## config.mk

```make
export PLATFORM = sky130hd
export DESIGN_NAME = crp16_mmio_bridge
export DESIGN_NICKNAME = d
export VERILOG_FILES = /design/src/rtl/crp16_mmio_bridge.sv
export SDC_FILE = /design/constraint.sdc
export NUM_CORES = 1
export LEC_CHECK = 0
export BUFFER_PORTS_ARGS = -buffer_cell sky130_fd_sc_hd__buf_2
export CORE_MARGIN = 3
export CORE_UTILIZATION = 25
export CTS_CLUSTER_SIZE = 10
export DETAILED_ROUTE_END_ITERATION = 10
export GPL_TIMING_DRIVEN = 0
export SYNTH_ARGS = -nofsm -noshare
export SYNTH_HDL_FRONTEND = slang
export SYNTH_SLANG_ARGS = --single-unit
```

## constraint.sdc

```tcl
create_clock -name clock -period 2.7 [get_ports clock]
set_input_delay 0.405 -clock clock [delete_from_list [all_inputs] [get_ports clock]]
set_output_delay 0.405 -clock clock [all_outputs]
set_load 0.005 [all_outputs]
```

## src/rtl/crp16_mmio_bridge.sv

```systemverilog
// crp16_mmio_bridge
//   Sits between the crp16 datapath RAM port B and the dual-port RAM port B.
//   A 256-word window at MMIO_BASE is decoded into a small register file:
//   a byte TX FIFO drained over a valid/ready handshake, a free-running
//   16-bit timer and a saturating count of dropped pushes. Every other access
//   passes straight through to RAM. Reads keep the RAM's 1-cycle latency.
//
// Ports
//   clock, reset        rising-edge clock, asynchronous active-high reset
//   dp_address/data/wren  datapath port B request
//   dp_q                datapath port B read data (1 cycle after address)
//   ram_address/data/wren  RAM port B request (MMIO writes are suppressed)
//   ram_q               RAM port B read data
//   tx_data, tx_valid   FIFO head byte and non-empty flag
//   tx_ready            consumer accepts the head byte
//
// Register map (offsets inside the window)
//   0x00 TXDATA  W push byte, R 0
//   0x01 STATUS  R {8'h00, count[3:0], 2'b00, full, empty}
//   0x02 TIMER   R value, W load
//   0x03 DROPS   R dropped pushes (saturating), W clear
module crp16_mmio_bridge #(
  parameter logic [15:0] MMIO_BASE  = 16'hFF00,
  parameter int          FIFO_DEPTH = 8,
  parameter int          FIFO_AW    = 3
) (
  input  logic        clock,
  input  logic        reset,
  input  logic [15:0] dp_address,
  input  logic [15:0] dp_data,
  input  logic        dp_wren,
  output logic [15:0] dp_q,
  output logic [15:0] ram_address,
  output logic [15:0] ram_data,
  output logic        ram_wren,
  input  logic [15:0] ram_q,
  output logic [7:0]  tx_data,
  output logic        tx_valid,
  input  logic        tx_ready
);

  localparam logic [FIFO_AW:0]   DEPTH_C = (FIFO_AW+1)'(FIFO_DEPTH);
  localparam logic [FIFO_AW-1:0] LAST_C  = FIFO_AW'(FIFO_DEPTH - 1);

  logic              hit;
  logic [7:0]        off;
  logic              wr_hit;
  logic              full;
  logic              empty;
  logic              push_req;
  logic              push;
  logic              pop;
  logic              drop;
  logic [15:0]       status;
  logic [15:0]       rd_mux;

  logic [FIFO_AW-1:0] rd_ptr_q,  rd_ptr_d;
  logic [FIFO_AW-1:0] wr_ptr_q,  wr_ptr_d;
  logic [FIFO_AW:0]   count_q,   count_d;
  logic [15:0]        timer_q,   timer_d;
  logic [15:0]        drops_q,   drops_d;
  logic               hit_r_q,   hit_r_d;
  logic [15:0]        mmio_q_r_q, mmio_q_r_d;

  // FIFO storage is deliberately left out of reset.
  logic [7:0] mem_q [FIFO_DEPTH];

  assign hit    = (dp_address[15:8] == MMIO_BASE[15:8]);
  assign off    = dp_address[7:0];
  assign wr_hit = dp_wren & hit;

  // RAM side is pure passthrough except that window writes are blocked.
  assign ram_address = dp_address;
  assign ram_data    = dp_data;
  assign ram_wren    = dp_wren & ~hit;

  assign full     = (count_q == DEPTH_C);
  assign empty    = (count_q == '0);
  assign tx_valid = ~empty;
  assign tx_data  = mem_q[rd_ptr_q];

  // full is taken before this cycle's pop, so a push into a full FIFO is
  // dropped even when the consumer frees a slot on the same edge.
  assign push_req = wr_hit & (off == 8'h00);
  assign push     = push_req & ~full;
  assign drop     = push_req & full;
  assign pop      = tx_valid & tx_ready;

  assign status = {8'h00, 4'(count_q), 2'b00, full, empty};

  always_comb begin
    rd_mux = 16'h0000;
    case (off)
      8'h01:   rd_mux = status;
      8'h02:   rd_mux = timer_q;
      8'h03:   rd_mux = drops_q;
      default: rd_mux = 16'h0000;
    endcase
  end

  always_comb begin
    rd_ptr_d   = rd_ptr_q;
    wr_ptr_d   = wr_ptr_q;
    count_d    = count_q;
    timer_d    = timer_q + 16'd1;
    drops_d    = drops_q;
    hit_r_d    = hit;
    mmio_q_r_d = rd_mux;

    if (push) wr_ptr_d = (wr_ptr_q == LAST_C) ? '0 : wr_ptr_q + 1'b1;
    if (pop)  rd_ptr_d = (rd_ptr_q == LAST_C) ? '0 : rd_ptr_q + 1'b1;

    case ({push, pop})
      2'b10:   count_d = count_q + 1'b1;
      2'b01:   count_d = count_q - 1'b1;
      default: count_d = count_q;
    endcase

    // A load replaces the increment for that cycle.
    if (wr_hit && off == 8'h02) timer_d = dp_data;

    if (wr_hit && off == 8'h03)          drops_d = 16'h0000;
    else if (drop && drops_q != 16'hFFFF) drops_d = drops_q + 16'd1;
  end

  always_ff @(posedge clock or posedge reset) begin
    if (reset) begin
      rd_ptr_q   <= '0;
      wr_ptr_q   <= '0;
      count_q    <= '0;
      timer_q    <= 16'h0000;
      drops_q    <= 16'h0000;
      hit_r_q    <= 1'b0;
      mmio_q_r_q <= 16'h0000;
    end else begin
      rd_ptr_q   <= rd_ptr_d;
      wr_ptr_q   <= wr_ptr_d;
      count_q    <= count_d;
      timer_q    <= timer_d;
      drops_q    <= drops_d;
      hit_r_q    <= hit_r_d;
      mmio_q_r_q <= mmio_q_r_d;
    end
  end

  always_ff @(posedge clock) begin
    if (push) mem_q[wr_ptr_q] <= dp_data[7:0];
  end

  // Registered select keeps MMIO reads aligned with the RAM's read latency.
  assign dp_q = hit_r_q ? mmio_q_r_q : ram_q;

endmodule

```

==> impl_results.html <==
<table>
<tr><th>Metric</th><th>Value</th></tr>
<tr><th colspan="2">Outcome</th></tr>
<tr><td>Result of the run</td><td>complete, no violations</td></tr>
<tr><th colspan="2">Routing</th></tr>
<tr><td>Number of vias in the routed layout</td><td>4026</td></tr>
<tr><td>Vias per inst</td><td>4.40</td></tr>
<tr><td>Routed WL per cell</td><td>14.8 um</td></tr>
<tr><td>DRC violations left</td><td>0</td></tr>
<tr><td>Initial detailed-routing violation count</td><td>244</td></tr>
<tr><td>Antenna Nets Post-Route</td><td>0</td></tr>
<tr><td>Length of the first detailed-routing pass in iterations</td><td>4</td></tr>
<tr><td>Sum of routed wire length over all layers</td><td>13500 um</td></tr>
<tr><th colspan="2">STA</th></tr>
<tr><td>Worst clock skew on the final layout</td><td>6.18 ps</td></tr>
<tr><td># setup viols final</td><td>0</td></tr>
<tr><td>Count of endpoints failing hold in the final timing report</td><td>0</td></tr>
<tr><td>Final critical delay including setup and external delays</td><td>2550 ps</td></tr>
<tr><td>Worst slew margin relative to its limit</td><td>29.5%</td></tr>
<tr><td>Max Clock Freq</td><td>392 MHz</td></tr>
<tr><td>Slew Viols, Final</td><td>0</td></tr>
<tr><td>Worst slew pin tran</td><td>1050 ps</td></tr>
<tr><td>Unrepaired setup endpoints after global routing</td><td>false</td></tr>
<tr><td>Fraction of the cycle the final worst path needs</td><td>94.4%</td></tr>
<tr><th colspan="2">Die</th></tr>
<tr><td>Core ar.</td><td>23000 sq um</td></tr>
<tr><td>Chip Height</td><td>160 um</td></tr>
<tr><td>Overall die area</td><td>25600 sq um</td></tr>
<tr><td>Die Width</td><td>160 um</td></tr>
<tr><td>Initial core utilization</td><td>25.8%</td></tr>
<tr><td>Number of placement rows</td><td>55</td></tr>
<tr><td>Top Ports</td><td>110</td></tr>
<tr><th colspan="2">Setup path</th></tr>
<tr><td>Maximum single-stage delay on the critical path</td><td>520 ps</td></tr>
<tr><td>Cell at the slowest stage of the critical path</td><td>mux4_2</td></tr>
<tr><td>Data arrival, critical path</td><td>2140 ps</td></tr>
<tr><td>Endpoint of the worst register-to-register path</td><td>count_q[2]</td></tr>
<tr><td>Required @ worst endpoint</td><td>2300 ps</td></tr>
<tr><td>R2R setup slack</td><td>150 ps</td></tr>
<tr><td>Peak fanout along the critical path</td><td>10</td></tr>
<tr><td>Critical Path Sink Type</td><td>primary output</td></tr>
<tr><td>Buffers plus inverters on the worst setup path</td><td>3</td></tr>
<tr><td>CP top delay family</td><td>multiplexers</td></tr>
<tr><td>Launching point of the worst reg2reg path</td><td>count_q[3]</td></tr>
<tr><td>Critical path cell sequence</td><td>buf_4 &gt; buf_6 &gt; mux4_2 &gt; mux2_2 &gt; buf_2</td></tr>
<tr><td>Critical path launch point type</td><td>flip-flop</td></tr>
<tr><td>Worst Setup Path Type</td><td>flip-flop to primary output</td></tr>
<tr><td>FF-to-FF path depth</td><td>11</td></tr>
<tr><th colspan="2">Placement</th></tr>
<tr><td>Number of buffers inserted by port buffering</td><td>109</td></tr>
<tr><td>Final RePlAce weighted congestion</td><td>0.791</td></tr>
<tr><td>Placed inst area</td><td>6910 sq um</td></tr>
<tr><td># placed instances</td><td>884</td></tr>
<tr><td>Sum of net half-perimeters after detailed placement</td><td>9980 um</td></tr>
<tr><th colspan="2">Power and ir drop</th></tr>
<tr><td>Total power divided by cell area</td><td>701 nW/um^2</td></tr>
<tr><td>IR drop worst, VDD</td><td>0.427 mV</td></tr>
<tr><td>Leakage</td><td>3.01 nW</td></tr>
<tr><th colspan="2">Global route</th></tr>
<tr><td>Pin count of the biggest net entering global routing</td><td>40</td></tr>
<tr><td>Global-route wire length before repair</td><td>22100 um</td></tr>
<tr><td>Antenna violations before repair</td><td>1</td></tr>
<tr><td>Via count of the first global-routing pass</td><td>4131</td></tr>
<tr><td>Overall Global Routing Usage</td><td>10.9%</td></tr>
<tr><td>Overflow after GRT</td><td>0</td></tr>
<tr><th colspan="2">Cells and area</th></tr>
<tr><td>Number of fill cells in the layout</td><td>2347</td></tr>
<tr><td>Share of final-layout standard cells stronger than drive strength 1</td><td>40.7%</td></tr>
<tr><td>Final layout net count</td><td>650</td></tr>
<tr><td>Sequential Area</td><td>3400 sq um</td></tr>
<tr><td>Final Instance Count excl. Fillers</td><td>915</td></tr>
<tr><td>Layout Area Growth over Synthesis</td><td>26.7%</td></tr>
<tr><td>Highest-count cells in the layout ignoring fill and taps</td><td>buf_2 (112), edfxtp_1 (64), dfrtp_1 (59), buf_4 (34), mux2_2 (33)</td></tr>
<tr><td>Post-Layout Inst Area</td><td>7500 sq um</td></tr>
<tr><td>Diodes inserted</td><td>0</td></tr>
<tr><td>Most frequent standard cell in the layout excluding fill and tap cells</td><td>buf_2</td></tr>
<tr><td>Combined area of the multi-input logic cells</td><td>2230 sq um</td></tr>
<tr><th colspan="2">Run</th></tr>
<tr><td>Max-cap viol count</td><td>0</td></tr>
<tr><th colspan="2">Yosys</th></tr>
<tr><td>Share of synthesized area occupied by flip-flops and latches</td><td>57.4%</td></tr>
<tr><td>Total nets after synthesis</td><td>522</td></tr>
<tr><td>Flip-flop cell with the highest count after synthesis</td><td>edfxtp_1</td></tr>
<tr><td>EDFF count, synth</td><td>64</td></tr>
<tr><td>Cells after Synth</td><td>461</td></tr>
<tr><td>Yosys synthesis warning count</td><td>0</td></tr>
<tr><td>Average cell area after synthesis</td><td>12.9 sq um</td></tr>
<tr><td>Cell Area, Synth</td><td>5920 sq um</td></tr>
<tr><td>Number of unique standard cell types used by synthesis</td><td>42</td></tr>
<tr><td>Number of synthesized register bits</td><td>123</td></tr>
<tr><td>Async set-or-reset flop fraction in the synthesized netlist</td><td>48.0%</td></tr>
<tr><th colspan="2">Clock tree</th></tr>
<tr><td>Clock H-tree levels</td><td>4</td></tr>
<tr><td>Clock input transition at the sequential cells of the worst setup and hold paths</td><td>60 ps</td></tr>
<tr><td>TritonCTS clock tree</td><td>built</td></tr>
<tr><td>Hold-fix buffers, CTS</td><td>0</td></tr>
<tr><td>Number of clock buffers inserted by TritonCTS</td><td>17</td></tr>
<tr><td>Insertion delay to the later sink of the worst-skew pair</td><td>410 ps</td></tr>
<tr><td>Number of buffers on the longest clock path</td><td>2</td></tr>
<tr><td>Sinks on the clock net</td><td>123</td></tr>
<tr><td>Root Driver</td><td>clkbuf_16</td></tr>
<tr><th colspan="2">Min path</th></tr>
<tr><td>Kind of path behind the tightest hold check</td><td>primary input to asynchronous set/reset pin</td></tr>
</table>
## per-layer routing
metal	share of wire, %	global-route usage, %	routed length [um]	up-vias
met4	1.9	3.67	259	2
met3	5.0	3.55	673	21
li1	-	-	-	1944
met1	43	13.5	5880	1953
met2	50	18.2	6700	106
met5	0.096	0	13	-
## registers in the layout, indices dropped and copies added (netlist names)
name	flops
mem_q	64
drops_q	16
mmio_q_r_q	16
timer_q	16
count_q	4
rd_ptr_q	3
wr_ptr_q	3
hit_r_q	1
## worst max path at each step
| stage | end | cells after the start | startpoint |
|---|---|---|---|
| finish | tx_data[7] | 5 | rd_ptr_q[0] |
| global route | count_q[2] | 11 | count_q[0] |
| CTS | tx_data[7] | 5 | rd_ptr_q[0] |
| detailed placement | mem_q[2][7] | 6 | dp_address[3] |
| global placement | mem_q[2][7] | 6 | dp_address[3] |
| floorplan | count_q[2] | 12 | dp_address[14] |
## layout make-up
| cell class | instances | share of cell area [%] |
|---|---|---|
| flip-flops and latches | 123 | 45.3 |
| multi-input cells | 275 | 29.8 |
| repair buffers | 111 | 7.64 |
| clock buffers | 21 | 6.00 |
| well taps | 313 | 5.22 |
| plain buffers | 52 | 4.68 |
| clock inverters | 11 | 0.967 |
| inverters | 9 | 0.450 |
## worst reg2reg max path: stages (launching register included)
cell and delay [ps]:
dfrtp_1 420, nor4b_2 190, nor2_1 170, or4b_1 470, buf_6 170, ha_4 180
xor2_1 140, ha_1 190, a21oi_2 120, xor2_1 160, nor2_1 60, xor2_1 140
## logic make-up (layout without fill, tap and decap cells)
logic type	Yosys count	in the layout	synth area share, %
and+or+nand+nor	132	132	11.5
DFF	123	123	57.4
AOI/OAI and AO/OA	63	63	7.24
buffers and inverters	63	204	6.31
muxes	51	51	12.7
xor gates and xnor gates	20	20	2.96
adders and majority gates	9	9	1.90
## repair_timing
item | 4_1_cts | 5_1_grt
setup buffers | 0 | 1
gates resized for setup | 10 | 6
pin swaps | 0 | 3
endpoints found under the setup margin | 49 | 21
## metrics by stage
| stage | power, mW | setup slack (ps) | utilization [%] | setup TNS, ps | hold slack [ps] |
|---|---|---|---|---|---|
| 3_5_place_dp | 3.29 | -889 | 30.1 | -34940 | 466 |
| 2_1_floorplan | 2.94 | 4.07 | - | 0 | 464 |
| 3_3_place_gp | 3.28 | -847 | 30.0 | -34710 | 508 |
| 4_1_cts | 5.32 | 53.2 | 32.5 | 0 | 20.9 |
| 6_report | 5.26 | 150 | 32.7 | 0 | 18.4 |
| 5_1_grt | 5.54 | 5.05 | 32.7 | 0 | 35.6 |
## report_power, final
group          switching [mW]  internal [mW]
Sequential              0.115           2.06
Clock                   0.803           1.19
Combinational           0.474          0.622
Total                    1.39           3.87
## cells in the mapped netlist (all sizes together) (12+ instances only)
master	number	area share (%)
nor2	26	1.6
nand3	15	1.3
nand2	28	1.8
xnor2	12	1.8
buf	44	5.1
o21ai	21	1.8
dfrtp	59	25
mux2	35	6.7
nor3	20	1.7
edfxtp	64	32
mux4	16	6.1
a22o	12	1.8
Power figures use the tool's default switching activity.
